`src/rtl/countdown_multi_if.sv`:
```
// Control and display bundle for the multi-channel countdown timer.
// The master side drives channel selection and control pulses.
// The slave side (the timer) returns the tick strobe, the display of the
// selected channel and the per-channel status vectors.
interface countdown_multi_if #(
    parameter int N_CH = 4,
    parameter int CH_W = 2
);
    logic [CH_W-1:0] ch_sel;
    logic            adjust;
    logic            toggle;
    logic [1:0]      field;
    logic            ack;
    logic            tick_1s;
    logic [3:0]      disp_h0;
    logic [3:0]      disp_m1;
    logic [3:0]      disp_m0;
    logic [3:0]      disp_s1;
    logic [3:0]      disp_s0;
    logic [2:0]      disp_state;
    logic [N_CH-1:0] running;
    logic [N_CH-1:0] alarm;

    modport master (
        output ch_sel, adjust, toggle, field, ack,
        input  tick_1s, disp_h0, disp_m1, disp_m0, disp_s1, disp_s0,
        input  disp_state, running, alarm
    );

    modport slave (
        input  ch_sel, adjust, toggle, field, ack,
        output tick_1s, disp_h0, disp_m1, disp_m0, disp_s1, disp_s0,
        output disp_state, running, alarm
    );
endinterface

```
`src/rtl/countdown_multi.sv`:
```
// N_CH independent H:MM:SS BCD countdown timers sharing one 1 s prescaler.
// A single control port addresses the channel chosen by ch_sel; the display
// shows that channel's preset while in SETUP and its live count otherwise.
module countdown_multi #(
    parameter int N_CH     = 4,
    parameter int CH_W     = 2,
    parameter int TICK_DIV = 50_000_000,
    parameter int MAX_HR   = 9
) (
    input  logic             CLK_50,
    input  logic             hard_reset,
    countdown_multi_if.slave bus
);

    typedef enum logic [2:0] {
        SETUP  = 3'd0,
        ARMED  = 3'd1,
        RUN    = 3'd2,
        PAUSED = 3'd3,
        ALARM  = 3'd4
    } state_t;

    typedef struct packed {
        logic [3:0] h0;
        logic [3:0] m1;
        logic [3:0] m0;
        logic [3:0] s1;
        logic [3:0] s0;
    } bcd_time_t;

    localparam int PRE_W = (TICK_DIV > 2) ? $clog2(TICK_DIV) : 1;
    localparam logic [PRE_W-1:0] PRE_BEFORE_LAST = PRE_W'(TICK_DIV - 2);

    logic [PRE_W-1:0] presc;
    logic             tick_q;

    state_t    state       [N_CH];
    state_t    state_next  [N_CH];
    bcd_time_t preset      [N_CH];
    bcd_time_t preset_next [N_CH];
    bcd_time_t count       [N_CH];
    bcd_time_t count_next  [N_CH];

    logic            sel_valid;
    logic [N_CH-1:0] sel_hit;
    state_t          shown_state;
    bcd_time_t       shown_time;

    bcd_time_t       disp_time_q;
    state_t          disp_state_q;
    logic [N_CH-1:0] running_q;
    logic [N_CH-1:0] alarm_q;

    // Setup increment: sec/min wrap 59->00 without carry, hours wrap MAX_HR->0.
    function automatic bcd_time_t bump_field(bcd_time_t t, logic [1:0] f);
        bcd_time_t r;
        r = t;
        case (f)
            2'd0: begin
                if (t.s0 == 4'd9) begin
                    r.s0 = 4'd0;
                    r.s1 = (t.s1 == 4'd5) ? 4'd0 : t.s1 + 4'd1;
                end else begin
                    r.s0 = t.s0 + 4'd1;
                end
            end
            2'd1: begin
                if (t.m0 == 4'd9) begin
                    r.m0 = 4'd0;
                    r.m1 = (t.m1 == 4'd5) ? 4'd0 : t.m1 + 4'd1;
                end else begin
                    r.m0 = t.m0 + 4'd1;
                end
            end
            2'd2: r.h0 = (t.h0 == 4'(MAX_HR)) ? 4'd0 : t.h0 + 4'd1;
            default: r = t;
        endcase
        return r;
    endfunction

    // One-second BCD borrow chain; only ever called with a nonzero count.
    function automatic bcd_time_t dec_time(bcd_time_t t);
        bcd_time_t r;
        r = t;
        if (t.s0 != 4'd0) begin
            r.s0 = t.s0 - 4'd1;
        end else begin
            r.s0 = 4'd9;
            if (t.s1 != 4'd0) begin
                r.s1 = t.s1 - 4'd1;
            end else begin
                r.s1 = 4'd5;
                if (t.m0 != 4'd0) begin
                    r.m0 = t.m0 - 4'd1;
                end else begin
                    r.m0 = 4'd9;
                    if (t.m1 != 4'd0) begin
                        r.m1 = t.m1 - 4'd1;
                    end else begin
                        r.m1 = 4'd5;
                        r.h0 = t.h0 - 4'd1;
                    end
                end
            end
        end
        return r;
    endfunction

    // Free-running prescaler; the strobe is registered one count early so it
    // lines up exactly with the cycle where the counter sits at TICK_DIV-1.
    always_ff @(posedge CLK_50 or posedge hard_reset) begin
        if (hard_reset) begin
            presc  <= '0;
            tick_q <= 1'b0;
        end else begin
            presc  <= tick_q ? '0 : presc + PRE_W'(1);
            tick_q <= (presc == PRE_BEFORE_LAST);
        end
    end

    // Decode which channel the control port addresses; out-of-range selects hit nothing.
    always_comb begin
        sel_valid = (int'(bus.ch_sel) < N_CH);
        for (int i = 0; i < N_CH; i++) begin
            sel_hit[i] = sel_valid && (bus.ch_sel == CH_W'(i));
        end
    end

    // Per-channel next state, preset and count with adjust > toggle > ack > tick.
    always_comb begin
        for (int i = 0; i < N_CH; i++) begin
            state_next[i]  = state[i];
            preset_next[i] = preset[i];
            count_next[i]  = count[i];
            case (state[i])
                SETUP: begin
                    if (sel_hit[i] && bus.adjust) begin
                        count_next[i] = preset[i];
                        state_next[i] = ARMED;
                    end else if (sel_hit[i] && bus.toggle) begin
                        preset_next[i] = bump_field(preset[i], bus.field);
                    end
                end
                ARMED: begin
                    if (sel_hit[i] && bus.adjust) begin
                        state_next[i] = SETUP;
                    end else if (sel_hit[i] && bus.toggle && (count[i] != '0)) begin
                        state_next[i] = RUN;
                    end
                end
                RUN: begin
                    if (sel_hit[i] && bus.adjust) begin
                        state_next[i] = SETUP;
                    end else if (sel_hit[i] && bus.toggle) begin
                        state_next[i] = PAUSED;
                    end else if (tick_q) begin
                        count_next[i] = dec_time(count[i]);
                        if (count_next[i] == '0) begin
                            state_next[i] = ALARM;
                        end
                    end
                end
                PAUSED: begin
                    if (sel_hit[i] && bus.adjust) begin
                        state_next[i] = SETUP;
                    end else if (sel_hit[i] && bus.toggle) begin
                        state_next[i] = RUN;
                    end
                end
                ALARM: begin
                    if (sel_hit[i] && (bus.adjust || bus.toggle || bus.ack)) begin
                        count_next[i] = preset[i];
                        state_next[i] = ARMED;
                    end
                end
                default: state_next[i] = SETUP;
            endcase
        end
    end

    // Channel state, preset and count registers.
    always_ff @(posedge CLK_50 or posedge hard_reset) begin
        if (hard_reset) begin
            for (int i = 0; i < N_CH; i++) begin
                state[i]  <= SETUP;
                preset[i] <= '0;
                count[i]  <= '0;
            end
        end else begin
            for (int i = 0; i < N_CH; i++) begin
                state[i]  <= state_next[i];
                preset[i] <= preset_next[i];
                count[i]  <= count_next[i];
            end
        end
    end

    // Pick the selected channel's state and the value it should display.
    always_comb begin
        shown_state = SETUP;
        shown_time  = '0;
        for (int i = 0; i < N_CH; i++) begin
            if (sel_hit[i]) begin
                shown_state = state[i];
                shown_time  = (state[i] == SETUP) ? preset[i] : count[i];
            end
        end
    end

    // Registered outputs; the display freezes while ch_sel is out of range.
    always_ff @(posedge CLK_50 or posedge hard_reset) begin
        if (hard_reset) begin
            disp_time_q  <= '0;
            disp_state_q <= SETUP;
            running_q    <= '0;
            alarm_q      <= '0;
        end else begin
            if (sel_valid) begin
                disp_time_q  <= shown_time;
                disp_state_q <= shown_state;
            end
            for (int i = 0; i < N_CH; i++) begin
                running_q[i] <= (state[i] == RUN);
                alarm_q[i]   <= (state[i] == ALARM);
            end
        end
    end

    assign bus.tick_1s    = tick_q;
    assign bus.disp_h0    = disp_time_q.h0;
    assign bus.disp_m1    = disp_time_q.m1;
    assign bus.disp_m0    = disp_time_q.m0;
    assign bus.disp_s1    = disp_time_q.s1;
    assign bus.disp_s0    = disp_time_q.s0;
    assign bus.disp_state = disp_state_q;
    assign bus.running    = running_q;
    assign bus.alarm      = alarm_q;

endmodule

```
`src/flat_wrapper.sv`:
```
// flat-port wrapper written by rule: the top's interface ports become plain ports
module countdown_multi_flat 
#(
    parameter int N_CH     = 4,
    parameter int CH_W     = 2,
    parameter int TICK_DIV = 50_000_000,
    parameter int MAX_HR   = 9
)
  (CLK_50, hard_reset, bus_ch_sel, bus_adjust, bus_toggle, bus_field, bus_ack, bus_tick_1s, bus_disp_h0, bus_disp_m1, bus_disp_m0, bus_disp_s1, bus_disp_s0, bus_disp_state, bus_running, bus_alarm);
  countdown_multi_if #(.N_CH(N_CH), .CH_W(CH_W)) bus_i ();
  input  logic CLK_50;
  input  logic hard_reset;
  input wire logic [$bits(bus_i.ch_sel)-1:0] bus_ch_sel;
  input wire logic [$bits(bus_i.adjust)-1:0] bus_adjust;
  input wire logic [$bits(bus_i.toggle)-1:0] bus_toggle;
  input wire logic [$bits(bus_i.field)-1:0] bus_field;
  input wire logic [$bits(bus_i.ack)-1:0] bus_ack;
  output wire logic [$bits(bus_i.tick_1s)-1:0] bus_tick_1s;
  output wire logic [$bits(bus_i.disp_h0)-1:0] bus_disp_h0;
  output wire logic [$bits(bus_i.disp_m1)-1:0] bus_disp_m1;
  output wire logic [$bits(bus_i.disp_m0)-1:0] bus_disp_m0;
  output wire logic [$bits(bus_i.disp_s1)-1:0] bus_disp_s1;
  output wire logic [$bits(bus_i.disp_s0)-1:0] bus_disp_s0;
  output wire logic [$bits(bus_i.disp_state)-1:0] bus_disp_state;
  output wire logic [$bits(bus_i.running)-1:0] bus_running;
  output wire logic [$bits(bus_i.alarm)-1:0] bus_alarm;
  assign bus_i.ch_sel = bus_ch_sel;
  assign bus_i.adjust = bus_adjust;
  assign bus_i.toggle = bus_toggle;
  assign bus_i.field = bus_field;
  assign bus_i.ack = bus_ack;
  assign bus_tick_1s = bus_i.tick_1s;
  assign bus_disp_h0 = bus_i.disp_h0;
  assign bus_disp_m1 = bus_i.disp_m1;
  assign bus_disp_m0 = bus_i.disp_m0;
  assign bus_disp_s1 = bus_i.disp_s1;
  assign bus_disp_s0 = bus_i.disp_s0;
  assign bus_disp_state = bus_i.disp_state;
  assign bus_running = bus_i.running;
  assign bus_alarm = bus_i.alarm;
  countdown_multi #(.N_CH(N_CH), .CH_W(CH_W), .TICK_DIV(TICK_DIV), .MAX_HR(MAX_HR)) u_core (.CLK_50(CLK_50), .hard_reset(hard_reset), .bus(bus_i));
endmodule
```
`config.mk`:
```
export PLATFORM = sky130hd
export DESIGN_NAME = countdown_multi_flat
export DESIGN_NICKNAME = d
export VERILOG_FILES = /design/src/rtl/countdown_multi_if.sv /design/src/rtl/countdown_multi.sv /design/src/flat_wrapper.sv
export SDC_FILE = /design/constraint.sdc
export NUM_CORES = 1
export LEC_CHECK = 0
export ABC_AREA = 1
export CAP_MARGIN = 20
export CORE_MARGIN = 1.5
export CORE_UTILIZATION = 40
export CTS_CLUSTER_SIZE = 20
export DETAILED_ROUTE_END_ITERATION = 12
export SYNTH_ARGS = -nofsm -noshare
export SYNTH_HDL_FRONTEND = slang
export SYNTH_SLANG_ARGS = --single-unit
```
`constraint.sdc`:
```
create_clock -name CLK_50 -period 9.2 [get_ports CLK_50]
set_input_delay 2.76 -clock CLK_50 [delete_from_list [all_inputs] [get_ports CLK_50]]
set_output_delay 2.76 -clock CLK_50 [all_outputs]
set_load 0.05 [all_outputs]
```
; Yosys cells after proc, flatten, opt, wreduce, memory -nomap -nowiden
; Cells that the tools add are included.
[word_totals]
input_bits = 9
word_cells = 422
output_inout_bits = 32
regBits = 230
[op_classes]
reduce_logical = 80
n_bitwise = 4
n_mux = 165
eq_ne = 78
add_sub_neg = 41
[op_table]
columns = op, count
row1 = 20-bit two-way mux, 28
row2 = 16-bit two-way mux, 20
row3 = 20-bit one-hot mux with 3 select lines, 4
row4 = 4-bit two-way mux, 56
row5 = 3-bit two-way mux, 44
row6 = 4-bit by 1-bit adder with 4-bit output (second input constant), 20
row7 = 20-bit logical NOT, 4
row8 = 20-bit nonzero test, 4
row9 = 4-bit by 1-bit subtractor with 4-bit output (second input constant), 20
row10 = 4-bit nonzero test, 16
row11 = 3-bit one-hot mux with 5 select lines, 4
row12 = 4-bit == test (second input constant), 12
row13 = 12-bit two-way mux, 4
row14 = 4-bit AND reduction, 12
row15 = 6-bit AND reduction, 8
row16 = 5-bit AND reduction, 8
row17 = 4-bit by 3-bit == test with 1-bit output (second input constant), 8
row18 = 8-bit two-way mux, 4
row19 = 4-bit by 1-bit != test with 1-bit output (second input constant), 8
row20 = 26-bit by 1-bit adder with 26-bit output (second input constant), 1
row21 = 26-bit == test (second input constant), 1
row22 = 26-bit two-way mux, 1
row23 = 3-bit by 2-bit == test with 1-bit output (second input constant), 8
row24 = 2-bit by 1-bit != test with 1-bit output (second input constant), 12
row25 = other kinds (12), 61

; Longest topological paths before layout
; Gate-level depths: netlist of run 1.
[depth]
depth_word = 15
ltp_mapped = 17
mapped_depth_nobuf = 17

; Worst setup path after synthesis of run 1
; Ideal clock, no wire load.
[synth_path]
path_kind = in2reg
from = input bus_adjust
to = register u_core.preset[55] (netlist bit)
setup_time_ps = 122
path_buffers = 1
cell_stages = 10
required_ps = 9078
arrival_time_ps = 3984
path_slack_ps = 5094
path_cell_list = buf_2 -> nand2_1 -> nand2_1 -> nor2_4 -> nand3_2 -> nor3_2 -> nand2_1 -> nor2_2 -> nand2_1 -> xor2_1
[synth_between]
elab_chain_len = 3
[synth_rtl]
columns = item, line
row1 = start: declaration, flat_wrapper.sv:14  ; input wire logic [$bits(bus_i.adjust)-1:0] bus_adjust;
row2 = 1-bit logical AND, countdown_multi.sv:137  ; if (sel_hit[i] && bus.adjust) begin
row3 = 1-bit inverter (no line), --
row4 = 5-bit AND reduction (no line), --
row5 = end signal: indexed assignment, countdown_multi.sv:192  ; preset[i] <= preset_next[i];
row6 = end: declaration, countdown_multi.sv:39  ; bcd_time_t preset [N_CH];
; Every way passes these cells.
; A chain may end at the register's enable or synchronous reset.

; Worst setup path in the final report of run 1
[layout_path]
from = input bus_ch_sel[1]
to = register u_core.count[69] (netlist bit)
[layout_between]
elab_chain_len = 4
elab_cells_between_ends = 9
cone_classes = 4 x eq/ne / 5 x reduce/logical
[layout_rtl]
columns = item, line
row1 = start: declaration, flat_wrapper.sv:13  ; input wire logic [$bits(bus_i.ch_sel)-1:0] bus_ch_sel;
row2 = 2-bit logical NOT *, countdown_multi.sv:125  ; sel_hit[i] = sel_valid && (bus.ch_sel == CH_W'(i));
row3 = 1-bit logical AND (on tied branches), --
row4 = 2-bit by 1-bit != test with 1-bit output (no line) or 2-bit != test (tied branches), --
row5 = 6-bit AND reduction (no line) *, --
row6 = end signal: indexed assignment, countdown_multi.sv:193  ; count[i] <= count_next[i];
row7 = end: declaration, countdown_multi.sv:41  ; bcd_time_t count [N_CH];
; Mark *: on every way between the ends. The rest lies on a longest branch, timed or not.

==> summary.md, run 1 <==
| Metric | Value |
|---|---|
| Status | `finished, final reports clean` |
| Synth async-reset ratio | `100%` |
| Multi-input logic area | `between 0.006 and 0.007 sq mm` |
| Critical Path Source | `bus_ch_sel[1]` |
| Crit-path slowest cell | `clkdlybuf4s50_1` |
| Top Family by Delay on Critical Path | `buffers and inverters` |
| Leakage | `7.12 nW` |
| Die X | `about 190 um` |
| Reg-to-Reg Start | `u_core.state[3]` |
| Area grow syn2layout | `12.8%` |
| Reg clk slew, reported paths | `around 0.060 ns` |
| Post-layout net count | `around 1900` |
| Synthesized area per cell | `7.41 sq um` |
| Fin crit period | `5.24 ns` |
| Ports | `41` |
| Crit-path cells | `clkdlybuf4s50_1 > nor2_2 > inv_1 > o21ai_1 > o21ai_0 > a211oi_4 > buf_4 > o21ai_1 > a21oi_1 > nor2_1` |
| Arr. time, crit path | `between 5 and 6 ns` |
| GRT Util Overall | `approximately 23%` |
| Core region area | `0.0335 sq mm` |
| Design area | `around 0.015 sq mm` |
| Hold buffer count at CTS | `0` |
| Worst R2R End | `u_core.count[34]` |
| Share of layout cells above drive strength 1 | `6.82%` |
| Slew Limit Fails | `0` |
| Residual DRC | `0` |
| Initial antenna violation count | `0` |
| Seq/Total Area, Yosys | `a little over two fifths` |
| Mapped Area | `0.0136 sq mm` |
| Setup repair bufs after CTS | `0` |
| Clock skew | `around 0.034 ns` |
| Post-DRT Antenna Nets | `0` |
| Peak Freq | `between 0.15 and 0.2 GHz` |
| CP max FO | `40` |
| Worst Setup EP | `u_core.count[69]` |
| Startpoint class of the critical path | `input pin` |
| Placed cell area | `about 0.014 sq mm` |
| Num rows | `67` |
| Synth Warn # | `0` |
| Hold Crit Depth | `1` |
| DRT iter0 DRCs | `about 1200` |
| Hold WC Path Type | `flop to flop` |
| Clk root buf | `clkbuf_16` |
| Worst R2R Setup Slack | `between 5 and 6 ns` |
| DIE AREA | `between 0.03 and 0.04 sq mm` |
| Pwr dens | `roughly 330 mW/mm^2` |
| RSZ-0062 raised after global routing | `false` |
| Worst reg2reg path depth | `8` |
| DP Wirelength | `about 29 mm` |
| Final period util | `between 50 and 60%` |
| Filler cell count | `3426` |
| Netlist cell types | `between 50 and 60` |
| Max-cap violations | `0` |
| Critical path depth | `10` |
| VDD IR max | `0.186 mV` |
| Input/output buffers | `40` |
| DR pass1 iterations | `6` |
| Gates resized, CTS repair | `0` |
| CP dominant cell by count | `o21ai_1` |
| CP max stage delay | `0.57 ns` |
| Slew headroom | `33.7%` |
| Antenna cell count | `0` |
| Syn Inst Count | `approximately 1800` |
| Clock Path Buffers | `3` |
| Crit path buf inv count | `3` |
| First-pass GRT wire length | `between 60 and 70 mm` |
| Routed Wire Length | `around 40 mm` |
| CTS tree | `done` |
| Tightest Pin Transition | `between 0.9 and 1 ns` |
| Overflow after GRT | `0` |
| Setup_tns | `0 ns` |
| DIE HEIGHT | `188 um` |
| Final Hold Slack | `between 0.4 and 0.5 ns` |
| Top_reg_cell synth | `dfrtp_1` |
| Final hold vios | `0` |
| Gpl congestion | `approximately 0.92` |
| H-tree depth | `1` |
| Synth Register Bits | `between 200 and 250` |
| Via/cell ratio | `between 5 and 6` |
| WP data required | `about 9.6 ns` |
| Sequential cell area | `about 0.0058 sq mm` |
| Setup Viol. Count Final | `0` |
| CP Class | `input pin to flop` |
| Initial Util | `40.6%` |
| Syn nets | `between 1500 and 2000` |
| DR WL/cell | `17.2 um` |
| CTS buffer count | `28` |
| Maximum number of pins on one net before global-route repair | `about 110` |
| Vias after detailed routing | `around 13000` |
| Crit. End Element | `flop` |
| Worst skew pair latency | `between 0.5 and 0.6 ns` |
| Vias in the first global route | `~12000` |
| Sink Count | `230` |
| Post-synth EDFFs | `0` |
==> cell usage after synthesis, drive strengths merged, types with 16 or more instances <==
master | n | area share, %
a21oi | 128 | 4.7
buf | 17 | 0.68
clkbuf | 43 | 1.2
dfrtp | 230 | 42
ha | 16 | 1.5
inv | 241 | 6.6
nand2 | 353 | 9.9
nand3 | 102 | 4.0
nand4 | 28 | 1.4
nor2 | 248 | 7.6
nor3 | 42 | 1.8
o2111ai | 20 | 1.3
o211ai | 45 | 2.5
o21ai | 197 | 7.2
o22ai | 24 | 1.1
xor2 | 38 | 2.4
==> cell type report <==
type	instances	area share, %
clock buffers	42	5.62
repair buffers	51	3.14
flip-flops and latches	230	37.4
well taps	448	3.65
clock inverters	6	0.391
multi-input cells	1307	43.8
inverters	242	5.96
==> layout by cell type (no fill, tap or decap), types with 7 or more instances in the layout <==
cell	n
o21a_1	7
nor3_1	31
clkdlybuf4s50_1	40
clkbuf_8	9
xor2_1	38
o21ai_1	7
nor2_2	23
nand4_1	26
nand3_1	94
nand2_1	346
nor3_2	11
o22ai_1	24
ha_1	16
inv_2	9
o211ai_1	45
a21oi_1	128
buf_4	11
dfrtp_1	230
nand3_2	8
a31oi_1	8
nor2_1	219
o21ai_0	190
nor4_1	7
inv_1	231
clkbuf_16	29
o2111ai_1	20
==> layer usage <==
metal	vias up	part of all wire [%]	track usage [%]
met5	-	0	0
met1	6037	47	33.4
met2	408	45	36.2
met4	0	2.8	6.83
met3	59	5.6	2.08
li1	6186	-	-
==> through the flow <==
step	setup WS [ns]	cells	total power, mW	util [%]
2_1_floorplan	0.135	1839	3.27	-
3_3_place_gp	3.56	2278	3.91	43.1
6_report	3.96	2326	5.07	45.9
4_1_cts	4.07	2326	5.07	45.9
5_1_grt	3.78	2326	5.46	45.9
3_5_place_dp	3.50	2278	3.94	43.1
==> worst min-delay path by stage <==
| stage | slack (ns) | endpoint | from |
|---|---|---|---|
| 2_1_floorplan | 0.42 | u_core.presc[0] | u_core.presc[0] |
| 3_3_place_gp | 0.45 | u_core.presc[0] | u_core.presc[0] |
| 3_5_place_dp | 0.45 | u_core.presc[0] | u_core.presc[0] |
| 4_1_cts | 0.46 | u_core.presc[0] | u_core.presc[0] |
| 5_1_grt | 0.53 | u_core.presc[21] | u_core.presc[21] |
| 6_report | 0.45 | u_core.presc[0] | u_core.presc[0] |
==> sequential cells by signal (all words and copies together), names as in the netlist <==
signal / count
u_core.bus.alarm: 4
u_core.bus.disp_h0: 4
u_core.bus.disp_m0: 4
u_core.bus.disp_m1: 4
u_core.bus.disp_s0: 4
u_core.bus.disp_s1: 4
u_core.bus.disp_state: 3
u_core.bus.running: 4
u_core.bus.tick_1s: 1
u_core.count: 80
u_core.presc: 26
u_core.preset: 80
u_core.state: 12
==> power by group <==
part	switching, mW	internal (mW)	leakage [nW]
clock network	0.438	0.669	0.453
logic	1.66	0.688	3.88
registers	0.281	1.33	2.78
==> cell families after synthesis <==
| logic type | count (synthesis) | share of synthesized area, % |
|---|---|---|
| flip-flops | 230 | 42.2 |
| XOR/XNOR | 42 | 2.70 |
| AND/OR/NAND/NOR | 801 | 26.3 |
| adder cells (fa/ha/maj) | 16 | 1.47 |
| multiplexers | 3 | 0.220 |
| buffers and inverters | 302 | 8.54 |
| AO/OA/AOI/OAI | 445 | 18.5 |
Power figures use the tool's default switching activity.
==> run 2, diff against run 1 <==
==> constraint.sdc (replaced) <==
create_clock -name CLK_50 -period 4.35 [get_ports CLK_50]
set_input_delay 1.305 -clock CLK_50 [delete_from_list [all_inputs] [get_ports CLK_50]]
set_output_delay 1.305 -clock CLK_50 [all_outputs]
set_load 0.05 [all_outputs]
==> run 2 against run 1 <==
Against the previous run: sequential share of layout area is 0.67 points lower; critical endpoint is now u_core.count[62]; critical path depth stayed put; non-clock buffer count is 16 higher; largest cell class unchanged.
==> summary.md, run 2 (synthesis gave the netlist of run 1 again) <==
| Metric | Value |
|---|---|
| DIE HEIGHT | `between 150 and 200 um` |
| Routed Wire Length | `~40 mm` |
| CP max FO | `27` |
| Startpoint class of the critical path | `input pin` |
| DRT iter0 DRCs | `between 1000 and 1500` |
| Crit-path cells | `clkdlybuf4s50_1 > nor2_2 > nand2_1 > inv_1 > nor2_1 > a21oi_1 > a211oi_4 > buf_12 > nor2_1 > a31oi_1` |
| Ports | `41` |
| CP Class | `input pin to flop` |
| Top Family by Delay on Critical Path | `buffers and inverters` |
| Critical Path Source | `bus_ch_sel[0]` |
| Gates resized, CTS repair | `0` |
| Num rows | `67` |
| Reg-to-Reg Start | `u_core.state[10]` |
| Max-cap violations | `0` |
| GRT Max-Usage Layer | `met2` |
| H-tree depth | `1` |
| Vias in the first global route | `11800` |
| Pwr dens | `703 mW/mm^2` |
| Met3 Usage GRT | `approximately 3.8%` |
| Largest registers | `u_core.count (80), u_core.preset (80), u_core.presc (26)` |
| Post-layout net count | `~1900` |
| Vias after detailed routing | `between 10000 and 15000` |
| Maximum number of pins on one net before global-route repair | `68` |
| RSZ-0062 raised after global routing | `false` |
| CP max stage delay | `0.64 ns` |
| Gpl congestion | `about 0.91` |
| Worst skew pair latency | `approximately 0.56 ns` |
| Setup repair bufs after CTS | `0` |
| Crit-path slowest cell | `clkdlybuf4s50_1` |
| Commonest non-fill, non-tap cells in the layout | `nand2_1, inv_1, dfrtp_1, nor2_1, o21ai_0` |
| Overflow after GRT | `0` |
| Peak Freq | `slightly above 0.3 GHz` |
| Met2 Use GR | `34.0%` |
| CTS buffer count | `30` |
| Antenna cell count | `0` |
| Slew headroom | `a little under half` |
| CTS tree | `done` |
| Initial antenna violation count | `4` |
| Hold_sp | `u_core.presc[0]` |
| Hold WC Path Type | `flop to flop` |
| Clock Path Buffers | `3` |
| Clk root buf | `clkbuf_16` |
| Fin crit period | `roughly 3.2 ns` |
| DR pass1 iterations | `5` |
| Reg clk slew, reported paths | `0.06 ns` |
| Crit path buf inv count | `3` |
| Met1 Use GR | `roughly a third` |
| DIE AREA | `between 0.03 and 0.04 sq mm` |
| Status | `finished, final reports clean` |
| Leakage | `between 7 and 8 nW` |
| Finished Layout Cells | `around 2300` |
| Input/output buffers | `40` |
| Crit. End Element | `flop` |
| Initial Util | `roughly two fifths` |
| Hold buffer count at CTS | `0` |
| Area grow syn2layout | `14.9%` |
| Arr. time, crit path | `3.71 ns` |
| DR WL/cell | `17.0 um` |
| First-pass GRT wire length | `~64 mm` |
| Tightest Pin Transition | `between 0.8 and 0.9 ns` |
| Residual DRC | `0` |
| Post-layout util | `46.7%` |
| Final Hold Slack | `0.451 ns` |
| Final period util | `between 70% and 80%` |
| CP dominant cell by count | `nor2_1` |
| Setup Viol. Count Final | `0` |
| Via/cell ratio | `5.39` |
| Die X | `approximately 190 um` |
| WP data required | `4.81 ns` |
| GRT Util Overall | `22.5%` |
| Filler cell count | `3413` |
| Final hold vios | `0` |
| VDD IR max | `slightly below 0.4 mV` |
| Setup_tns | `0 ns` |
| Core region area | `around 0.034 sq mm` |
| Post-DRT Antenna Nets | `0` |
| Share of layout cells above drive strength 1 | `7.84%` |
| Power, Total | `approximately 11 mW` |
| Clock skew | `0.0170 ns` |
| Sink Count | `230` |
| Placed Instances | `around 2300` |
| Commonest non-fill, non-tap cell in the layout | `nand2_1` |
| DP Wirelength | `~29 mm` |
| Slew Limit Fails | `0` |
==> run 2: area by class of cell <==
type	count	area, sq um	area share, %
Clock buffer	43	891	5.69
Clock inverter	11	146	0.935
Inverter	242	912	5.83
Multi-Input combinational cell	1307	6740	43.0
Sequential cell	230	5760	36.8
Tap cell	448	561	3.58
Timing Repair Buffer	67	653	4.17
==> run 2: report_power, final <==
group	internal (mW)	switching (mW)	total, mW
Sequential	2.82	0.578	3.40
Clock	1.59	0.966	2.56
Combinational	1.52	3.52	5.04
Total	5.94	5.06	11.0
==> run 2: layer usage <==
layer	part of all wire, %	vias to the layer above
met5	0.14	-
met4	4.3	8
met3	6.6	100
met2	43	407
met1	46	5934
li1	-	6216
==> run 2: worst reg2reg max path: cells and delay by family, from the launching register on <==
| family | cells | cell delay (ns) |
|---|---|---|
| DFF | 1 | 0.42 |
| and+or+nand+nor | 3 | 0.18 |
| AOI/OAI and AO/OA | 3 | 1.10 |
| buffers and inverters | 4 | 1.24 |
==> run 2: final timing paths <==
| kind | end | cells past startpoint | slack, ns |
|---|---|---|---|
| max | u_core.count[62] | 10 | 1.10 |
| min | u_core.presc[0] | 1 | 0.45 |
| max reg2reg | u_core.count[62] | 10 | 1.33 |
| min reg2reg | u_core.presc[0] | 1 | 0.45 |
| max in group asynchronous | u_core.count[12] | 3 | 2.36 |
| min in group asynchronous | u_core.presc[4] | 2 | 1.19 |
==> run 2: stage by stage <==
stage | instance area [sq um] | worst slack (ns)
floorplan | 13600 | 0.0370
global placement | 14600 | 0.668
detailed placement | 14600 | 0.600
CTS | 15700 | 1.16
global route | 15700 | 0.915
finish | 15700 | 1.10
